--- src/rtl/operand_fetch_pkg.sv ---
// Shared definitions for the operand-fetch slice.
// Register-id sizing and the hard-wired zero register.
package operand_fetch_pkg;

  function automatic int id_bits(input int n);
    return (n > 2) ? $clog2(n) : 1;
  endfunction

  localparam int REG_ZERO   = 0;
  localparam int OP_BIT_DEF = 4;
  localparam int REG_ID_BIT = id_bits(8);

endpackage

--- src/rtl/operand_fetch_scoreboard.sv ---
// Destination scoreboard: busy bits, hazard lookup and
// sticky error on writeback to an idle register.
module reg_scoreboard
  import operand_fetch_pkg::*;
#(
  parameter int NUM_REG    = 8,
  parameter int NUM_W_PORT = 2,
  parameter int RID        = id_bits(NUM_REG)
)(
  input  logic                      clk,
  input  logic                      rst_n,
  input  logic                      i_set_vld,
  input  logic [RID-1:0]            i_set_addr,
  input  logic [NUM_W_PORT-1:0]     i_wb_vld,
  input  logic [NUM_W_PORT*RID-1:0] i_wb_addr,
  input  logic [RID-1:0]            i_chk0,
  input  logic [RID-1:0]            i_chk1,
  input  logic [RID-1:0]            i_chk2,
  input  logic                      i_chk2_vld,
  output logic                      o_hazard,
  output logic                      o_any_busy,
  output logic                      o_sb_err
);

  localparam logic [RID-1:0] Z = RID'(REG_ZERO);

  logic [NUM_REG-1:0] r_busy;
  logic [NUM_REG-1:0] w_set;
  logic [NUM_REG-1:0] w_clr;
  logic [RID-1:0]     w_a;
  logic               w_err;
  logic               r_err;

  always_comb begin
    w_clr = '0;
    w_err = 1'b0;
    w_a   = '0;
    for (int j = 0; j < NUM_W_PORT; j++) begin
      w_a = i_wb_addr[j*RID +: RID];
      if (i_wb_vld[j] && w_a != Z) begin
        w_clr[w_a] = 1'b1;
        if (!r_busy[w_a]) w_err = 1'b1;
      end
    end
  end

  always_comb begin
    w_set = '0;
    if (i_set_vld && i_set_addr != Z)
      w_set[i_set_addr] = 1'b1;
  end

  // set applied after clear so a same-cycle set wins
  always_ff @(posedge clk or negedge rst_n) begin
    if (!rst_n) begin
      r_busy <= '0;
      r_err  <= 1'b0;
    end else begin
      r_busy <= (r_busy & ~w_clr) | w_set;
      r_err  <= r_err | w_err;
    end
  end

  assign o_hazard =
      (i_chk0 != Z && r_busy[i_chk0])
    | (i_chk1 != Z && r_busy[i_chk1])
    | (i_chk2_vld && i_chk2 != Z && r_busy[i_chk2]);

  assign o_any_busy = |r_busy;
  assign o_sb_err   = r_err;

endmodule

--- src/rtl/operand_fetch.sv ---
// Operand-fetch stage: hazard-gated issue to one register-file
// read port, sideband tracking and execute output register.
module operand_fetch
  import operand_fetch_pkg::*;
#(
  parameter int NUM_REG    = 8,
  parameter int REG_BIT    = 16,
  parameter int NUM_W_PORT = 2,
  parameter int OP_BIT     = OP_BIT_DEF,
  localparam int RID       = id_bits(NUM_REG)
)(
  input  logic                      clk,
  input  logic                      rst_n,
  input  logic                      in_vld,
  output logic                      in_rdy,
  input  logic [OP_BIT-1:0]         in_op,
  input  logic [RID-1:0]            in_src0,
  input  logic [RID-1:0]            in_src1,
  input  logic [RID-1:0]            in_dst,
  input  logic                      in_dst_vld,
  output logic                      rd_addr_vld,
  input  logic                      rd_addr_rdy,
  output logic [RID-1:0]            rd_addr0,
  output logic [RID-1:0]            rd_addr1,
  input  logic                      rd_data_vld,
  output logic                      rd_data_rdy,
  input  logic [REG_BIT-1:0]        rd_data0,
  input  logic [REG_BIT-1:0]        rd_data1,
  input  logic [NUM_W_PORT-1:0]     wb_vld,
  input  logic [NUM_W_PORT*RID-1:0] wb_addr,
  output logic                      ex_vld,
  input  logic                      ex_rdy,
  output logic [OP_BIT-1:0]         ex_op,
  output logic [RID-1:0]            ex_dst,
  output logic                      ex_dst_vld,
  output logic [REG_BIT-1:0]        ex_op0,
  output logic [REG_BIT-1:0]        ex_op1,
  output logic                      idle,
  output logic                      sb_err
);

  logic w_haz;
  logic w_any_busy;
  logic w_issue;
  logic w_rd_hs;

  logic [OP_BIT-1:0]  r_sb_op;
  logic [RID-1:0]     r_sb_dst;
  logic               r_sb_dv;
  logic               r_inflt;
  logic               r_ex_vld;
  logic [OP_BIT-1:0]  r_ex_op;
  logic [RID-1:0]     r_ex_dst;
  logic               r_ex_dv;
  logic [REG_BIT-1:0] r_ex_op0;
  logic [REG_BIT-1:0] r_ex_op1;

  reg_scoreboard #(
    .NUM_REG    (NUM_REG),
    .NUM_W_PORT (NUM_W_PORT),
    .RID        (RID)
  ) u_sb (
    .clk        (clk),
    .rst_n      (rst_n),
    .i_set_vld  (w_issue & in_dst_vld),
    .i_set_addr (in_dst),
    .i_wb_vld   (wb_vld),
    .i_wb_addr  (wb_addr),
    .i_chk0     (in_src0),
    .i_chk1     (in_src1),
    .i_chk2     (in_dst),
    .i_chk2_vld (in_dst_vld),
    .o_hazard   (w_haz),
    .o_any_busy (w_any_busy),
    .o_sb_err   (sb_err)
  );

  assign rd_addr_vld = in_vld & ~w_haz;
  assign in_rdy      = rd_addr_rdy & ~w_haz;
  assign rd_addr0    = in_src0;
  assign rd_addr1    = in_src1;
  assign w_issue     = in_vld & in_rdy;

  assign rd_data_rdy = ~r_ex_vld | ex_rdy;
  assign w_rd_hs     = rd_data_vld & rd_data_rdy;

  always_ff @(posedge clk or negedge rst_n) begin
    if (!rst_n) begin
      r_sb_op  <= '0;
      r_sb_dst <= '0;
      r_sb_dv  <= 1'b0;
      r_inflt  <= 1'b0;
    end else begin
      if (w_issue) begin
        r_sb_op  <= in_op;
        r_sb_dst <= in_dst;
        r_sb_dv  <= in_dst_vld;
      end
      r_inflt <= w_issue | (r_inflt & ~w_rd_hs);
    end
  end

  always_ff @(posedge clk or negedge rst_n) begin
    if (!rst_n) begin
      r_ex_vld <= 1'b0;
      r_ex_op  <= '0;
      r_ex_dst <= '0;
      r_ex_dv  <= 1'b0;
      r_ex_op0 <= '0;
      r_ex_op1 <= '0;
    end else if (w_rd_hs) begin
      r_ex_vld <= 1'b1;
      r_ex_op  <= r_sb_op;
      r_ex_dst <= r_sb_dst;
      r_ex_dv  <= r_sb_dv;
      r_ex_op0 <= rd_data0;
      r_ex_op1 <= rd_data1;
    end else if (ex_rdy) begin
      r_ex_vld <= 1'b0;
    end
  end

  assign ex_vld     = r_ex_vld;
  assign ex_op      = r_ex_op;
  assign ex_dst     = r_ex_dst;
  assign ex_dst_vld = r_ex_dv;
  assign ex_op0     = r_ex_op0;
  assign ex_op1     = r_ex_op1;
  assign idle       = ~w_any_busy & ~r_inflt & ~r_ex_vld;

endmodule

--- config.mk ---
export PLATFORM = sky130hd
export DESIGN_NAME = operand_fetch
export DESIGN_NICKNAME = d
export VERILOG_FILES = /design/src/rtl/operand_fetch_pkg.sv /design/src/rtl/operand_fetch_scoreboard.sv /design/src/rtl/operand_fetch.sv
export SDC_FILE = /design/constraint.sdc
export NUM_CORES = 1
export LEC_CHECK = 0
export ABC_AREA = 0
export CORE_AREA = 2 2 84 86
export DETAILED_ROUTE_END_ITERATION = 8
export DIE_AREA = 0 0 86 88
export PLACE_DENSITY_LB_ADDON = 0.12
export SETUP_SLACK_MARGIN = 0.5
export SLEW_MARGIN = 20
export SYNTH_ARGS = -nofsm -noshare
export SYNTH_HDL_FRONTEND = slang
export SYNTH_SLANG_ARGS = --single-unit
--- constraint.sdc ---
create_clock -name clk -period 2.4 [get_ports clk]
set_clock_uncertainty 0.05 [all_clocks]
set_input_delay 0.36 -clock clk [delete_from_list [all_inputs] [get_ports clk]]
set_output_delay 0.36 -clock clk [all_outputs]
set_load 0.02 [all_outputs]
==> flow_summary.toml, run 1 <==
[status]
status = "finished clean"

[pwr]
power_density_mw_per_mm2 = 747
power_switching_share_pct = 27.1
comb_power_share_pct = 29.9
clkPwrFrac_pct = 32.6
p_sw_mw = 0.910
p_seq_share_pct = 37.5
ir_worst_vdd_mv = 0.578
internal_power_mw = 2.45
p_leak_nw = 1.90
finalPower_mw = 3.36

[critical_path]
cp_common_cell = "buf_4"
crit_path_start_kind = "flop"
crit_arrival_ps = 1810
cp-end-kind = "output pin"
cp_top_family = "simple AND/OR/NAND/NOR gates"
r2r_start = "u_sb.r_busy[4]"
critPathMaxStageDelay_ps = 510
worstPathBufferInverterCount = 2
critPathKind = "reg -> out"
cp_slowest_cell = "or4_4"
rr_endpoint = "u_sb.r_busy[2]"
cp_data_required_time_ps = 1990
critPathMaxFanout = 4
r2r_slack_ps = 260
r2r_cells = 6
cp_cell_sequence = "buf_4 -> or4_4 -> nor4_2 -> buf_4"

[clocking]
clk_pin_slew_ps = 60
worstSkewPairLatency_ps = 330
numCtsBuffers = 9
cts_root_buf = "clkbuf_8"
cts.sinks = 59
cts_max_level = 3
cts_buffer_depth = 2
tritoncts = "yes"

[routing]
via_count = 2246
wl_per_cell_um = 16.1
drc = 0
vias_per_cell = 5.18
dr.pass1.iters = 4
postRouteAntennaNets = 0
drtIter0Drc = 78
totalWireLength_um = 6980

[yosys]
synth_area_mm2 = 0.00276
syn_inst = 211
ys.flop_type = "dfrtp_1"
async_flop_share_pct = 100
ys_warn_count = 0
synth_edf_count = 0
ys_ff_latch = 59
synth_cell_type_count = 39
syn-num-nets = 271
avgSynthCellArea_um2 = 13.1
seq_area_frac_synth_pct = 53.5

[sta]
rsz0062_at_grt = "true"
relSlewSlack_pct = 64.3
setup_violations = 0
fin_crit_sh_pct = 92.3
min_period_ps = 2220
setup_slack_ps = 185
tightest_slew_ps = 536
fmax_ghz = 0.451
hold_viol = 0
slew_viol_final = 0

[flow_run]
drv_cap = 0

[floorplanning]
die_x_um = 86
die-area_mm2 = 0.00757
rows = 30
die_h_um = 88
ios = 112
initial_utilization_pct = 41.5
coreArea_mm2 = 0.00664

[grt]
use_met1_pct = 22.6
grt.busiest_layer = "met2"
grt_usage_pct = 19.1
grt.met2_usage_pct = 32.1
use_met3_pct = 5.28
grt_pass1_wl_um = 11100
grt_max_degree = 39
antenna_found_initial = 1
grt_pass1_vias = 2372
globalRouteOverflowTotal = 0

[cells_and_area]
area_delta_synth_final_pct = 63.0
fin_nets = 408
multi_input_area_mm2 = 0.00131
seq_area_mm2 = 0.00148
most-common-layout-cells = "clkdlybuf4s50_1, dfrtp_1, mux2_2"
layout-drive-gt1-share_pct = 34.6
final_common_cell = "clkdlybuf4s50_1"
final_cells = 434
fillers = 529

[placement]
numPlacedInstances = 413
pre_cts_slack_ps = -529
hpwlAfterDp_um = 5010
io_buffer_count = 111
place.gp.congestion = 0.847

[min_path]
hold_class = "reg -> reg"
min_path_cells = 0
hp-start = "u_sb.r_busy[0]"
min_to = "u_sb.r_busy[0]"
-- layer usage --
metal  vias up  share of wire (%)
met4         0                1.9
met3        12                7.8
met1      1095                 41
li1       1046                  -
met5         -                  0
met2        93                 50
-- cells in the mapped netlist (2+ instances only) --
master / number / area share, %
buf_1: 4 / 0.54
nor3b_1: 2 / 0.54
nor2_1: 3 / 0.41
buf_4: 6 / 1.6
a32oi_1: 2 / 0.64
dfrtp_1: 59 / 54
nor2b_1: 7 / 1.6
nand4_1: 2 / 0.45
a22oi_1: 2 / 0.54
and2_1: 2 / 0.45
or4_1: 2 / 0.54
nand2_1: 10 / 1.4
o31ai_1: 6 / 1.6
nand2b_1: 5 / 1.1
and3_1: 2 / 0.45
mux2_2: 50 / 20
a21oi_1: 5 / 0.91
mux4_2: 2 / 1.6
clkbuf_1: 4 / 0.54
nand3_1: 10 / 1.8
mux2i_1: 8 / 2.9
-- timing repair --
item	CTS	global route
hold endpoints to repair	21	0
pin swaps	4	1
endpoints found under the setup margin	25	19
resized for setup	45	5
hold buffers	1	0
setup buffers	2	1
-- power by group through the flow --
stage | Sequential (mW) | Combinational (mW) | Clock, mW
after global placement | 1.27 | 0.960 | 0
after CTS | 1.26 | 1.01 | 1.12
final | 1.26 | 1.00 | 1.09
after detailed placement | 1.28 | 0.968 | 0
after global routing | 1.28 | 1.07 | 1.17
after floorplan | 1.43 | 0.298 | 0
-- logic make-up after synthesis --
kind of cell	synth area share, %
flip-flops	53.5
AO/OA/AOI/OAI	8.12
buffers and inverters	3.45
multiplexers	24.9
AND/OR/NAND/NOR	9.98
-- state kept, by name, summed over array words and instances, names as in the netlist --
register / count
u_sb.r_busy: 8
r_inflt: 1
ex_op: 4
ex_dst_vld: 1
u_sb.o_sb_err: 1
r_sb_op: 4
ex_vld: 1
ex_op0: 16
ex_dst: 3
ex_op1: 16
r_sb_dst: 3
r_sb_dv: 1
-- through the flow --
step / hold WS [ps] / utilization (%) / setup TNS (ps) / area (µm²)
after floorplan: 14.4 / - / 0 / 2780
after global placement: 312 / 61.8 / -4190 / 4110
after detailed placement: 320 / 61.8 / -4930 / 4110
after CTS: 341 / 67.2 / 0 / 4460
after global routing: 369 / 67.6 / 0 / 4490
final: 342 / 67.7 / 0 / 4500
-- how the worst max path moves through the flow --
stage	from	endpoint	slack (ps)	cells after the start
after floorplan	in_src1[0]	r_sb_dst[0]	450	5
after global placement	in_src1[0]	in_rdy	-470	7
after detailed placement	in_src1[0]	in_rdy	-530	7
after CTS	u_sb.r_busy[7]	in_rdy	170	6
after global routing	u_sb.r_busy[7]	in_rdy	110	6
final	u_sb.r_busy[4]	idle	180	4
-- cell type report --
type	instances	area share, %
sequential	59	32.9
timing repair buffer	142	30.3
multi-input combinational	135	29.1
clock buffer	12	3.23
tap	80	2.23
clock inverter	4	2.17
inverter	1	0.0835
antenna	1	0.0556
No activity file was read; power rests on OpenSTA's default activity.
==> inputs of run 2 (changes only) <==
Settings changed: PLACE_DENSITY from default to 0.78, PLACE_DENSITY_LB_ADDON 0.12 to default, SLEW_MARGIN 20 to default.
==> flow_summary.toml, run 2 (synthesis results as in run 1) <==
[clocking]
numCtsBuffers = 9
worstSkewPairLatency_ps = 330
cts.sinks = 59
clk_pin_slew_ps = 70
cts_root_buf = "clkbuf_8"
tritoncts = "yes"
cts_max_level = 3
cts_buffer_depth = 2

[cells_and_area]
most-common-layout-cells = "clkdlybuf4s50_1, dfrtp_1, mux2_2"
final_common_cell = "clkdlybuf4s50_1"
final_cells = 433
final_area_mm2 = 0.00452
area_delta_synth_final_pct = 63.8
fin_nets = 407
layout-drive-gt1-share_pct = 34.1
fillers = 488

[grt]
grt_pass1_vias = 2418
antenna_found_initial = 1
grt_usage_pct = 20.2
grt_pass1_wl_um = 11700
grt_max_degree = 35
globalRouteOverflowTotal = 0

[floorplanning]
die_h_um = 88
die_x_um = 86
initial_utilization_pct = 41.5
coreArea_mm2 = 0.00664
rows = 30
ios = 112
die-area_mm2 = 0.00757

[routing]
postRouteAntennaNets = 0
vias_per_cell = 5.25
dr.pass1.iters = 4
drc = 0
wl_per_cell_um = 17.3
drtIter0Drc = 95
totalWireLength_um = 7490
via_count = 2274

[min_path]
min_to = "u_sb.r_busy[0]"
min_path_cells = 0
hp-start = "u_sb.r_busy[0]"
hold_class = "reg -> reg"

[sta]
rsz0062_at_grt = "true"
setup_violations = 0
tightest_slew_ps = 613
fmax_ghz = 0.438
slew_viol_final = 0
min_period_ps = 2280
setup_slack_ps = 115
hold_viol = 0
fin_crit_sh_pct = 95.2
relSlewSlack_pct = 59.1
timing.hold.ws_ps = 337

[pwr]
p_leak_nw = 1.90
power_density_mw_per_mm2 = 716
ir_worst_vdd_mv = 0.423

[placement]
hpwlAfterDp_um = 5320
io_buffer_count = 111
placed_cell_area_mm2 = 0.00409
place.gp.congestion = 0.906
pre_cts_slack_ps = -754
numPlacedInstances = 409

[critical_path]
rr_endpoint = "u_sb.r_busy[2]"
cp_data_required_time_ps = 1990
crit_arrival_ps = 1870
r2r_slack_ps = 160
r2r_cells = 7
r2r_start = "u_sb.r_busy[4]"
cp-end-kind = "output pin"
crit_path_start_kind = "flop"
critPathMaxFanout = 3
critPathKind = "reg -> out"

[status]
status = "finished clean"

[flow_run]
drv_cap = 0
## run 2: how the worst max path moves through the flow
stage / end / startpoint / slack [ps] / cells past startpoint
floorplan: r_sb_dst[0] / in_src1[0] / 450 / 5
global placement: rd_addr_vld / in_src1[0] / -630 / 7
detailed placement: in_rdy / in_src1[0] / -750 / 7
CTS: in_rdy / u_sb.r_busy[4] / 100 / 6
global route: in_rdy / u_sb.r_busy[4] / 50 / 6
finish: in_rdy / u_sb.r_busy[4] / 120 / 6
## run 2: timing repair
item,4_1_cts,5_1_grt
hold buffers,1,0
endpoints found under the setup margin,25,19
gates resized for setup,54,5
hold endpoints to repair,14,0
buffers inserted,5,1
cloned,0,0
pin swaps,8,2
## run 2: area by class of cell
cell class | count | area, µm² | share of cell area (%)
Sequential cell | 59 | 1480 | 32.7
Timing Repair Buffer | 141 | 1370 | 30.4
Multi-Input combinational cell | 135 | 1360 | 30.1
Clock buffer | 12 | 155 | 3.43
Tap cell | 80 | 100 | 2.21
Clock inverter | 4 | 48.8 | 1.08
Inverter | 1 | 3.75 | 0.0831
Antenna cell | 1 | 2.50 | 0.0554
## run 2: metal layers
layer | up-vias | GRT usage [%] | routed length [µm]
met5 | - | 0 | 0
met4 | 0 | 10.1 | 217
met3 | 18 | 4.52 | 493
met2 | 108 | 34.0 | 3800
met1 | 1098 | 24.5 | 2980
li1 | 1050 | - | -
## run 2: critical path: stages, from the launching register on
cell      delay (ps)
dfrtp_1          410
mux2_4           290
a221oi_4         260
o31ai_4          110
a21oi_2          180
and2_4           170
buf_4            130
## run 2: through the flow
| stage | setup TNS [ps] | power [mW] | util, % |
|---|---|---|---|
| after floorplan | 0 | 1.73 | - |
| after global placement | -3750 | 2.22 | 61.6 |
| after detailed placement | -4700 | 2.25 | 61.6 |
| after CTS | 0 | 3.26 | 67.4 |
| after global routing | 0 | 3.39 | 68.0 |
| final | 0 | 3.24 | 68.0 |
## run 2: power by group
part | total (mW) | internal (mW) | switching [mW]
logic | 1.04 | 0.580 | 0.465
clock network | 0.929 | 0.535 | 0.394
registers | 1.26 | 1.17 | 0.0938
total | 3.24 | 2.28 | 0.952
